--- src/rtl/cpu_defs_pkg.sv ---
// Shared definitions for the multi-cycle control unit: FSM states,
// instruction field constants, PC select codes and ALU operation codes.
package cpu_defs_pkg;

  typedef enum logic [2:0] {
    S_RSTPC = 3'd0,
    S_IF    = 3'd1,
    S_ID    = 3'd2,
    S_EXE   = 3'd3,
    S_MEM   = 3'd4,
    S_WB    = 3'd5,
    S_HALT  = 3'd6
  } state_t;

  localparam logic [5:0] OP_RTYPE = 6'b000000;
  localparam logic [5:0] OP_J     = 6'b000010;
  localparam logic [5:0] OP_JAL   = 6'b000011;
  localparam logic [5:0] OP_BEQ   = 6'b000100;
  localparam logic [5:0] OP_BNE   = 6'b000101;
  localparam logic [5:0] OP_ADDI  = 6'b001000;
  localparam logic [5:0] OP_LW    = 6'b100011;
  localparam logic [5:0] OP_SW    = 6'b101011;
  localparam logic [5:0] OP_HALT  = 6'b111111;

  localparam logic [5:0] FUNCT_JR = 6'b001000;

  localparam logic [2:0] PC_PLUS4  = 3'b000;
  localparam logic [2:0] PC_BRANCH = 3'b001;
  localparam logic [2:0] PC_JMP    = 3'b010;
  localparam logic [2:0] PC_JR     = 3'b011;
  localparam logic [2:0] PC_RESET  = 3'b100;
  localparam logic [2:0] PC_HOLD   = 3'b111;

  localparam logic [2:0] ALU_ADD   = 3'b000;
  localparam logic [2:0] ALU_SUB   = 3'b001;
  localparam logic [2:0] ALU_RTYPE = 3'b010;

  // Instruction class produced by the decoder; the FSM only ever looks at this.
  typedef enum logic [3:0] {
    I_NOP,
    I_J,
    I_JAL,
    I_JR,
    I_HALT,
    I_BEQ,
    I_BNE,
    I_LW,
    I_SW,
    I_ADDI,
    I_RTYPE
  } instr_class_t;

endpackage

--- src/rtl/main_decoder.sv ---
// Combinational opcode/funct decode into an instruction class.
// Any opcode not recognised here is treated as a nop.
module main_decoder
  import cpu_defs_pkg::*;
(
  input  logic [5:0]   opcode,
  input  logic [5:0]   funct,
  output instr_class_t instr_class
);

  always_comb begin
    instr_class = I_NOP;
    case (opcode)
      OP_RTYPE: instr_class = (funct == FUNCT_JR) ? I_JR : I_RTYPE;
      OP_J:     instr_class = I_J;
      OP_JAL:   instr_class = I_JAL;
      OP_BEQ:   instr_class = I_BEQ;
      OP_BNE:   instr_class = I_BNE;
      OP_ADDI:  instr_class = I_ADDI;
      OP_LW:    instr_class = I_LW;
      OP_SW:    instr_class = I_SW;
      OP_HALT:  instr_class = I_HALT;
      default:  instr_class = I_NOP;
    endcase
  end

endmodule

--- src/rtl/multi_cycle_control_unit.sv ---
// Multi-cycle CPU control FSM. Outputs are purely combinational from the
// current state and the opcode/funct latched when leaving IF.
module multi_cycle_control_unit
  import cpu_defs_pkg::*;
(
  input  logic        CLK,
  input  logic        Reset,
  input  logic [31:0] instr,
  output logic [2:0]  PCSel,
  output logic        bne,
  output logic        IRWrite,
  output logic        RegWrite,
  output logic        MemRead,
  output logic        MemWrite,
  output logic        Link,
  output logic [2:0]  ALUOp,
  output logic [2:0]  state,
  output logic        halted
);

  state_t       cur_state;
  state_t       next_state;
  logic [5:0]   opcode;
  logic [5:0]   funct;
  instr_class_t instr_class;

  // Only the opcode and funct fields steer control; the rest belongs to the datapath.
  logic unused_instr;
  assign unused_instr = ^instr[25:6];

  main_decoder u_main_decoder (
    .opcode      (opcode),
    .funct       (funct),
    .instr_class (instr_class)
  );

  assign state = cur_state;

  always_ff @(posedge CLK or posedge Reset) begin
    if (Reset) begin
      cur_state <= S_RSTPC;
      opcode    <= '0;
      funct     <= '0;
    end else begin
      cur_state <= next_state;
      if (cur_state == S_IF) begin
        opcode <= instr[31:26];
        funct  <= instr[5:0];
      end
    end
  end

  always_comb begin
    next_state = S_RSTPC;
    case (cur_state)
      S_RSTPC: next_state = S_IF;
      S_IF:    next_state = S_ID;
      S_ID: begin
        case (instr_class)
          I_J, I_JAL, I_JR, I_NOP: next_state = S_IF;
          I_HALT:                  next_state = S_HALT;
          default:                 next_state = S_EXE;
        endcase
      end
      S_EXE: begin
        case (instr_class)
          I_LW, I_SW:       next_state = S_MEM;
          I_RTYPE, I_ADDI:  next_state = S_WB;
          default:          next_state = S_IF;
        endcase
      end
      S_MEM:   next_state = (instr_class == I_LW) ? S_WB : S_IF;
      S_WB:    next_state = S_IF;
      S_HALT:  next_state = S_HALT;
      default: next_state = S_RSTPC;
    endcase
  end

  // Each instruction releases the PC (non-hold PCSel) only in its final cycle.
  always_comb begin
    PCSel    = PC_HOLD;
    bne      = 1'b0;
    IRWrite  = 1'b0;
    RegWrite = 1'b0;
    MemRead  = 1'b0;
    MemWrite = 1'b0;
    Link     = 1'b0;
    ALUOp    = ALU_ADD;
    halted   = 1'b0;
    case (cur_state)
      S_RSTPC: PCSel = PC_RESET;
      S_IF:    IRWrite = 1'b1;
      S_ID: begin
        case (instr_class)
          I_J:   PCSel = PC_JMP;
          I_JAL: begin
            PCSel    = PC_JMP;
            RegWrite = 1'b1;
            Link     = 1'b1;
          end
          I_JR:    PCSel = PC_JR;
          I_NOP:   PCSel = PC_PLUS4;
          default: PCSel = PC_HOLD;
        endcase
      end
      S_EXE: begin
        case (instr_class)
          I_BEQ, I_BNE: begin
            PCSel = PC_BRANCH;
            ALUOp = ALU_SUB;
            bne   = (instr_class == I_BNE);
          end
          I_RTYPE: ALUOp = ALU_RTYPE;
          default: ALUOp = ALU_ADD;
        endcase
      end
      S_MEM: begin
        case (instr_class)
          I_SW: begin
            MemWrite = 1'b1;
            PCSel    = PC_PLUS4;
          end
          I_LW:    MemRead = 1'b1;
          default: PCSel = PC_HOLD;
        endcase
      end
      S_WB: begin
        RegWrite = 1'b1;
        MemRead  = (instr_class == I_LW);
        PCSel    = PC_PLUS4;
      end
      S_HALT:  halted = 1'b1;
      default: PCSel = PC_HOLD;
    endcase
  end

endmodule

--- config.mk ---
export PLATFORM = sky130hd
export DESIGN_NAME = multi_cycle_control_unit
export DESIGN_NICKNAME = d
export VERILOG_FILES = /design/src/rtl/cpu_defs_pkg.sv /design/src/rtl/main_decoder.sv /design/src/rtl/multi_cycle_control_unit.sv
export SDC_FILE = /design/constraint.sdc
export NUM_CORES = 1
export LEC_CHECK = 0
export CORE_MARGIN = 3
export CORE_UTILIZATION = 37
export CTS_CLUSTER_SIZE = 10
export DETAILED_ROUTE_END_ITERATION = 6
export PLACE_DENSITY = 0.76
export SLEW_MARGIN = 30
export SYNTH_ARGS = -nofsm -noshare
export SYNTH_HDL_FRONTEND = slang
export SYNTH_SLANG_ARGS = --single-unit
export TNS_END_PERCENT = 30
--- constraint.sdc ---
create_clock -name CLK -period 1.85 [get_ports CLK]
set_input_delay 0.2775 -clock CLK [delete_from_list [all_inputs] [get_ports CLK]]
set_output_delay 0.2775 -clock CLK [all_outputs]
set_load 0.05 [all_outputs]
# Word-level counts from Yosys, hierarchy flattened
# Cells that the tools add are included.
dict set report word_totals {
  mem_bits_ro 0
  ram_bits 0
  latchBits 0
  reg_bits 15
  memories 0
  output_inout_bits 16
}
dict set report classes {
  n_eq_ne 25
  n_shift 0
  add_sub_neg 0
  n_lt_le_gt_ge 0
  reduce_logical 9
  div 0
  n_mul 0
  n_mux 23
  bitwise 0
}
# op count
set op_table {}
lappend op_table {{$pmux W4 S9} 1}
lappend op_table {{$eq A6 B6 Y1 const B} 3}
lappend op_table {{$pmux W3 S6} 1}
lappend op_table {{$eq A4 B3 Y1 const B} 4}
lappend op_table {{$pmux W3 S5} 1}
lappend op_table {{$eq A4 B4 Y1 const B} 3}
lappend op_table {{$eq A6 B2 Y1 const B} 2}
lappend op_table {{$eq A6 B3 Y1 const B} 2}
lappend op_table {{$eq A6 B4 Y1 const B} 2}
lappend op_table {{$pmux W3 S2} 2}
lappend op_table {{$reduce_or A2 Y1} 5}
lappend op_table {{$eq A3 B3 Y1 const B} 3}
lappend op_table {{$mux W1} 9}
lappend op_table {{$mux W3} 3}
lappend op_table {{$pmux W3 S3} 1}
lappend op_table {{$eq A4 B2 Y1 const B} 2}
lappend op_table {{$eq A3 B2 Y1 const B} 2}
lappend op_table {{$logic_not A6 Y1} 1}
lappend op_table {{$eq A4 B1 Y1 const B} 1}
lappend op_table {{$logic_not A4 Y1} 1}
lappend op_table {{$mux W4} 1}
lappend op_table {{$pmux W1 S2} 2}
lappend op_table {{$pmux W2 S2} 1}
lappend op_table {{$reduce_or A4 Y1} 1}
lappend op_table {{other kinds (3)} 3}

# Depth between registers and ports, before layout
dict set report depth {
  ltp_word 7
  mapped_depth 6
  depth_no_buf 5
}

# By module
# Synthesis repeated with hierarchy kept, for this count alone.
dict set report hier_totals {
  hier_cells 113
  area_unflattened_um2 1072.3
}
# mod n_inst area_each_um2 seq_area_each_um2 cells_each
set modules_own_cells {}
lappend modules_own_cells {multi_cycle_control_unit 1 905.9 375.4 88}
lappend modules_own_cells {main_decoder 1 166.4 0.0 25}

# Worst setup path before layout
# Ideal clock, no wire load.
dict set report synth_timing {
  path_kind {reg2out}
  from {register opcode[2]}
  to {output port RegWrite}
  setup_slack_ps -858
  path_stages_with_launch 7
  arrival_time_ps 2430
  required_time_ps 1572
  path_cell_list {dfrtp_1 -> bufbuf_8 -> nor4b_1 -> a31oi_1 -> o32ai_2 -> or2_1 -> o31ai_1}
}
dict set report synth_via {
  elab_chain_cells 5
  elab_cells_between_ends 13
  cone_classes {9 x eq/ne; 3 x mux; 1 x reduce/logical}
}
# item line_no
set synth_rtl {}
lappend synth_rtl {{from (decl)} multi_cycle_control_unit.sv:23} ;# logic [5:0] opcode;
lappend synth_rtl {{from (signal assigned)} multi_cycle_control_unit.sv:47} ;# opcode <= instr[31:26];
lappend synth_rtl {{$eq A6 B6 Y1, or another cell as far along} main_decoder.sv:13} ;# case (opcode)
lappend synth_rtl {{$pmux W4 S9 (*)} main_decoder.sv:13}
lappend synth_rtl {{$eq A4 B2 Y1 (*)} multi_cycle_control_unit.sv:94} ;# case (instr_class)
lappend synth_rtl {{$mux W1 (*)} multi_cycle_control_unit.sv:94}
lappend synth_rtl {{$pmux W1 S2 (*)} multi_cycle_control_unit.sv:90} ;# case (cur_state)
lappend synth_rtl {{to (decl)} multi_cycle_control_unit.sv:12} ;# output logic RegWrite,
# Mark *: on every way between the ends. The rest lies on a longest branch, timed or not.

# Worst setup path after layout
dict set report layout_timing {
  from {register funct[2]}
  to {output port PCSel[1]}
}
dict set report layout_via {
  elab_chain_cells 7
  elab_cells_between_ends 16
  cone_classes {7 x eq/ne; 6 x mux; 3 x reduce/logical}
}
# item line_no
set layout_rtl {}
lappend layout_rtl {{from (decl)} multi_cycle_control_unit.sv:24} ;# logic [5:0] funct;
lappend layout_rtl {{from (signal assigned)} multi_cycle_control_unit.sv:48} ;# funct <= instr[5:0];
lappend layout_rtl {{$eq A6 B4 Y1 (*)} main_decoder.sv:14} ;# OP_RTYPE: instr_class = (funct == FUNCT_JR) ? I_JR : I_RTYPE;
lappend layout_rtl {{$mux W4 (*)} main_decoder.sv:14}
lappend layout_rtl {{$pmux W4 S9 (*)} main_decoder.sv:13}
lappend layout_rtl {{$eq A4 B2 Y1, or another cell as far along} multi_cycle_control_unit.sv:94}
lappend layout_rtl {{$reduce_or A2 Y1, on equally long branches} --}
lappend layout_rtl {{$pmux W3 S3 or $mux W3 (tied branches)} {multi_cycle_control_unit.sv:94, multi_cycle_control_unit.sv:107}}
lappend layout_rtl {{$pmux W3 S5 (*)} multi_cycle_control_unit.sv:90}
lappend layout_rtl {{to (decl)} multi_cycle_control_unit.sv:9} ;# output logic [2:0] PCSel,
# Marked as above.

==> results.toml <==
[yosys]
ys_seq_area_frac = 0.3534
yosysWarnings = 0
syn_avg_cell_area_um2 = 9.237
synth_top_area_frac = 0.3534
synth_nets = 150
synthCells = 115
ys.flop_type = "dfrtp_1"
synth_most_common_cell = "dfrtp_1"
yosys.area_share.simple = 0.2662
synth_top_family_by_area = "simple AND/OR/NAND/NOR gates"
ys_top_cells_by_count = "15 x dfrtp_1, 14 x nor2_1, 11 x mux2_2"
ys_types = 43
synthAdderAreaFrac = 0.01178
ys_top_cells_by_area = "dfrtp_1 35%, mux2_2 12%, nor2_1 4.9%"
synth_edf_count = 0
synth-xor-area-share = 0.008245
synth_top_area_cell = "dfrtp_1"
synthesis.area_mm2 = 0.001062
ys_async_sr_fraction = 1.000
synth-compound-area-share = 0.1555
muxShareOfSynthArea = 0.1166
synth_seq_cells = 15

[place]
placed_area_mm2 = 0.001615
numPortBuffers = 28
place_ws_ns = -0.2989
dp_cells = 187
gp_congestion = 0.8111
post-dp-hpwl_um = 2224

[critical_path]
slowest_stage = "dfrtp_1"
crit_path_start = "funct[2]$_DFFE_PP0P_"
path_buf_inv = 2
critPathCaptureType = "output port"
start_kind = "register"
r2r-start = "opcode[1]$_DFFE_PP0P_"
r2r.worst_path.cells = 8
critPathTopFamily = "simple AND/OR/NAND/NOR gates"
cp_cell_sequence = "nor4b_4 -> a21oi_2 -> a32oi_2 -> a21oi_2 -> buf_4 -> nand4b_1 -> buf_12"
required_ns = 1.57
reg2reg_to = "state[2]$_DFF_PP0_"
cp.arrival_ns = 2.11
crit_top_cell = "a21oi_2"
slowest_delay_ns = 0.43
criticalPathCategory = "reg -> out"
crit_fanout = 3
rrSetupSlack_ns = -0.22

[finish]
fillers = 174
seqCellArea_um2 = 380.4
design_area_mm2 = 0.001922
nets = 208
multi_input_area_um2 = 805.8
drive_above_1_share = 0.5872
antenna_cells = 0
post-route-util = 0.7356
synthToLayoutAreaGrowth_pct = 80.92
final_cells = 202

[global_routing]
track_usage = 0.1850
grt_pass1_vias = 1123
grt_pass1_wl_um = 4968
grt_overflow = 0
antenna_found_initial = 0
grt_max_degree = 16

[timing]
fin_skew_ns = 0.003870
worst_pin_slew_ns = 0.5707
fin_crit_ns = 2.384
slew_viol_final = 0
post-route-period-util = 1.289
slew_headroom = 0.6191
hold_ws_ns = 0.3274
tns_ns = -3.896
rsz0062_at_grt = "yes"
hold_viol = 0
max_freq_mhz = 419.4
setup_slack_ns = -0.5343
setup_viol = 11

[cts]
clk_path_buf_depth = 2
clock_latency_ns = 0.29
root_buffer = "clkbuf_4"
cts.clk_slew.worst_paths_ns = 0.09
h-tree-depth = 1
hold_buffers = 0
cts_buffers = 3
cts_tree = "built"
clock_sinks = 15

[run_status]
status = "complete, but fails checks"
violations = "setup timing"

[route]
initialDrtViolationCount = 72
wl_per_cell_um = 16.34
drc = 0
drtPass1Iterations = 5
ant_nets = 0
drt_wl_total_um = 3300
num_vias = 1163
drt-vias-per-instance = 5.757

[floorplanning]
dieArea_mm2 = 0.003550
rows = 18
fp.dieH_um = 59.58
core_mm2 = 0.002613
die_w_um = 59.58
start_util = 0.4066
io_pins = 50

[run]
drv_cap = 0

[pwr]
p_leak_nw = 0.7793
ir_drop_mv = 2.207
total_power_mw = 3.674
p_per_area_mw_per_mm2 = 1912

[worst_hold_path]
worstHoldPathType = "in -> async"
[cell families (layout without fill, tap and decap cells)]
logic type               after synthesis  count (layout)
AND/OR/NAND/NOR                       50              50
adder cells (fa/ha/maj)                1               1
flip-flops                            15              15
buffers and inverters                 15              72
multiplexers                          11              11
XOR/XNOR                               1               1
AO/OA/AOI/OAI                         21              21
other                                  1               1
[routing by layer]
| layer | vias to the layer above | global-route usage | share of wire |
|---|---|---|---|
| met5 | - | 0 | 0 |
| li1 | 531 | - | - |
| met3 | 6 | 0.02179 | 0.068 |
| met4 | 0 | 0.08861 | 0.0094 |
| met2 | 65 | 0.3339 | 0.53 |
| met1 | 561 | 0.2140 | 0.39 |
[how the worst max path moves through the flow]
| stage | slack, ns | endpoint | cells past startpoint |
|---|---|---|---|
| 3_3_place_gp | -0.27 | PCSel[2] | 6 |
| 5_1_grt | -0.65 | PCSel[1] | 7 |
| 2_1_floorplan | -0.28 | PCSel[1] | 6 |
| 4_1_cts | -0.49 | PCSel[1] | 6 |
| 3_5_place_dp | -0.30 | PCSel[2] | 6 |
| 6_report | -0.53 | PCSel[1] | 7 |
[placed cells by master (no fill, tap or decap), types with 2 or more instances in the layout]
cell type        count
nand2_1              7
a21oi_1              2
mux2_2              11
dfrtp_2              4
clkdlybuf4s50_1     13
dfrtp_1             11
inv_1                6
o21ai_0              2
nor4b_4              2
nand4b_1             2
o31ai_4              2
or3_4                3
nor2_1               8
nand3_1              5
a21oi_2              2
buf_12               9
nand2b_1             2
nor2_4               5
clkbuf_4             3
buf_6                8
nor3_2               3
and3_4               2
buf_4               31
[worst register-to-register path, delay by kind of cell (launching register included)]
kind | cells | cell delay, ns
and+or+nand+nor | 2 | 0.45
buffers and inverters | 3 | 0.46
DFF | 1 | 0.46
AOI/OAI and AO/OA | 3 | 0.59
[state kept, by name, summed over array words and instances, names as in the netlist]
name    flops
funct       6
opcode      6
state       3
[power breakdown]
group          internal [mW]  switching [mW]
Clock                 0.0805           0.113
Sequential             0.501           0.202
Combinational           1.33            1.45
Total                   1.91            1.77
[what timing repair did]
action | CTS | global route
setup endpoints to repair | 11 | 13
buffers inserted | 7 | 4
resized for setup | 31 | 12
pin swaps | 8 | 12
gates cloned | 0 | 0
[area by class of cell]
type	instances	share of cell area
clock inverter	1	0.002604
inverter	6	0.01172
sequential	15	0.1979
clock buffer	3	0.01172
timing repair buffer	62	0.3372
multi-input combinational	85	0.4193
tap	30	0.01953
Power figures use the tool's default switching activity.
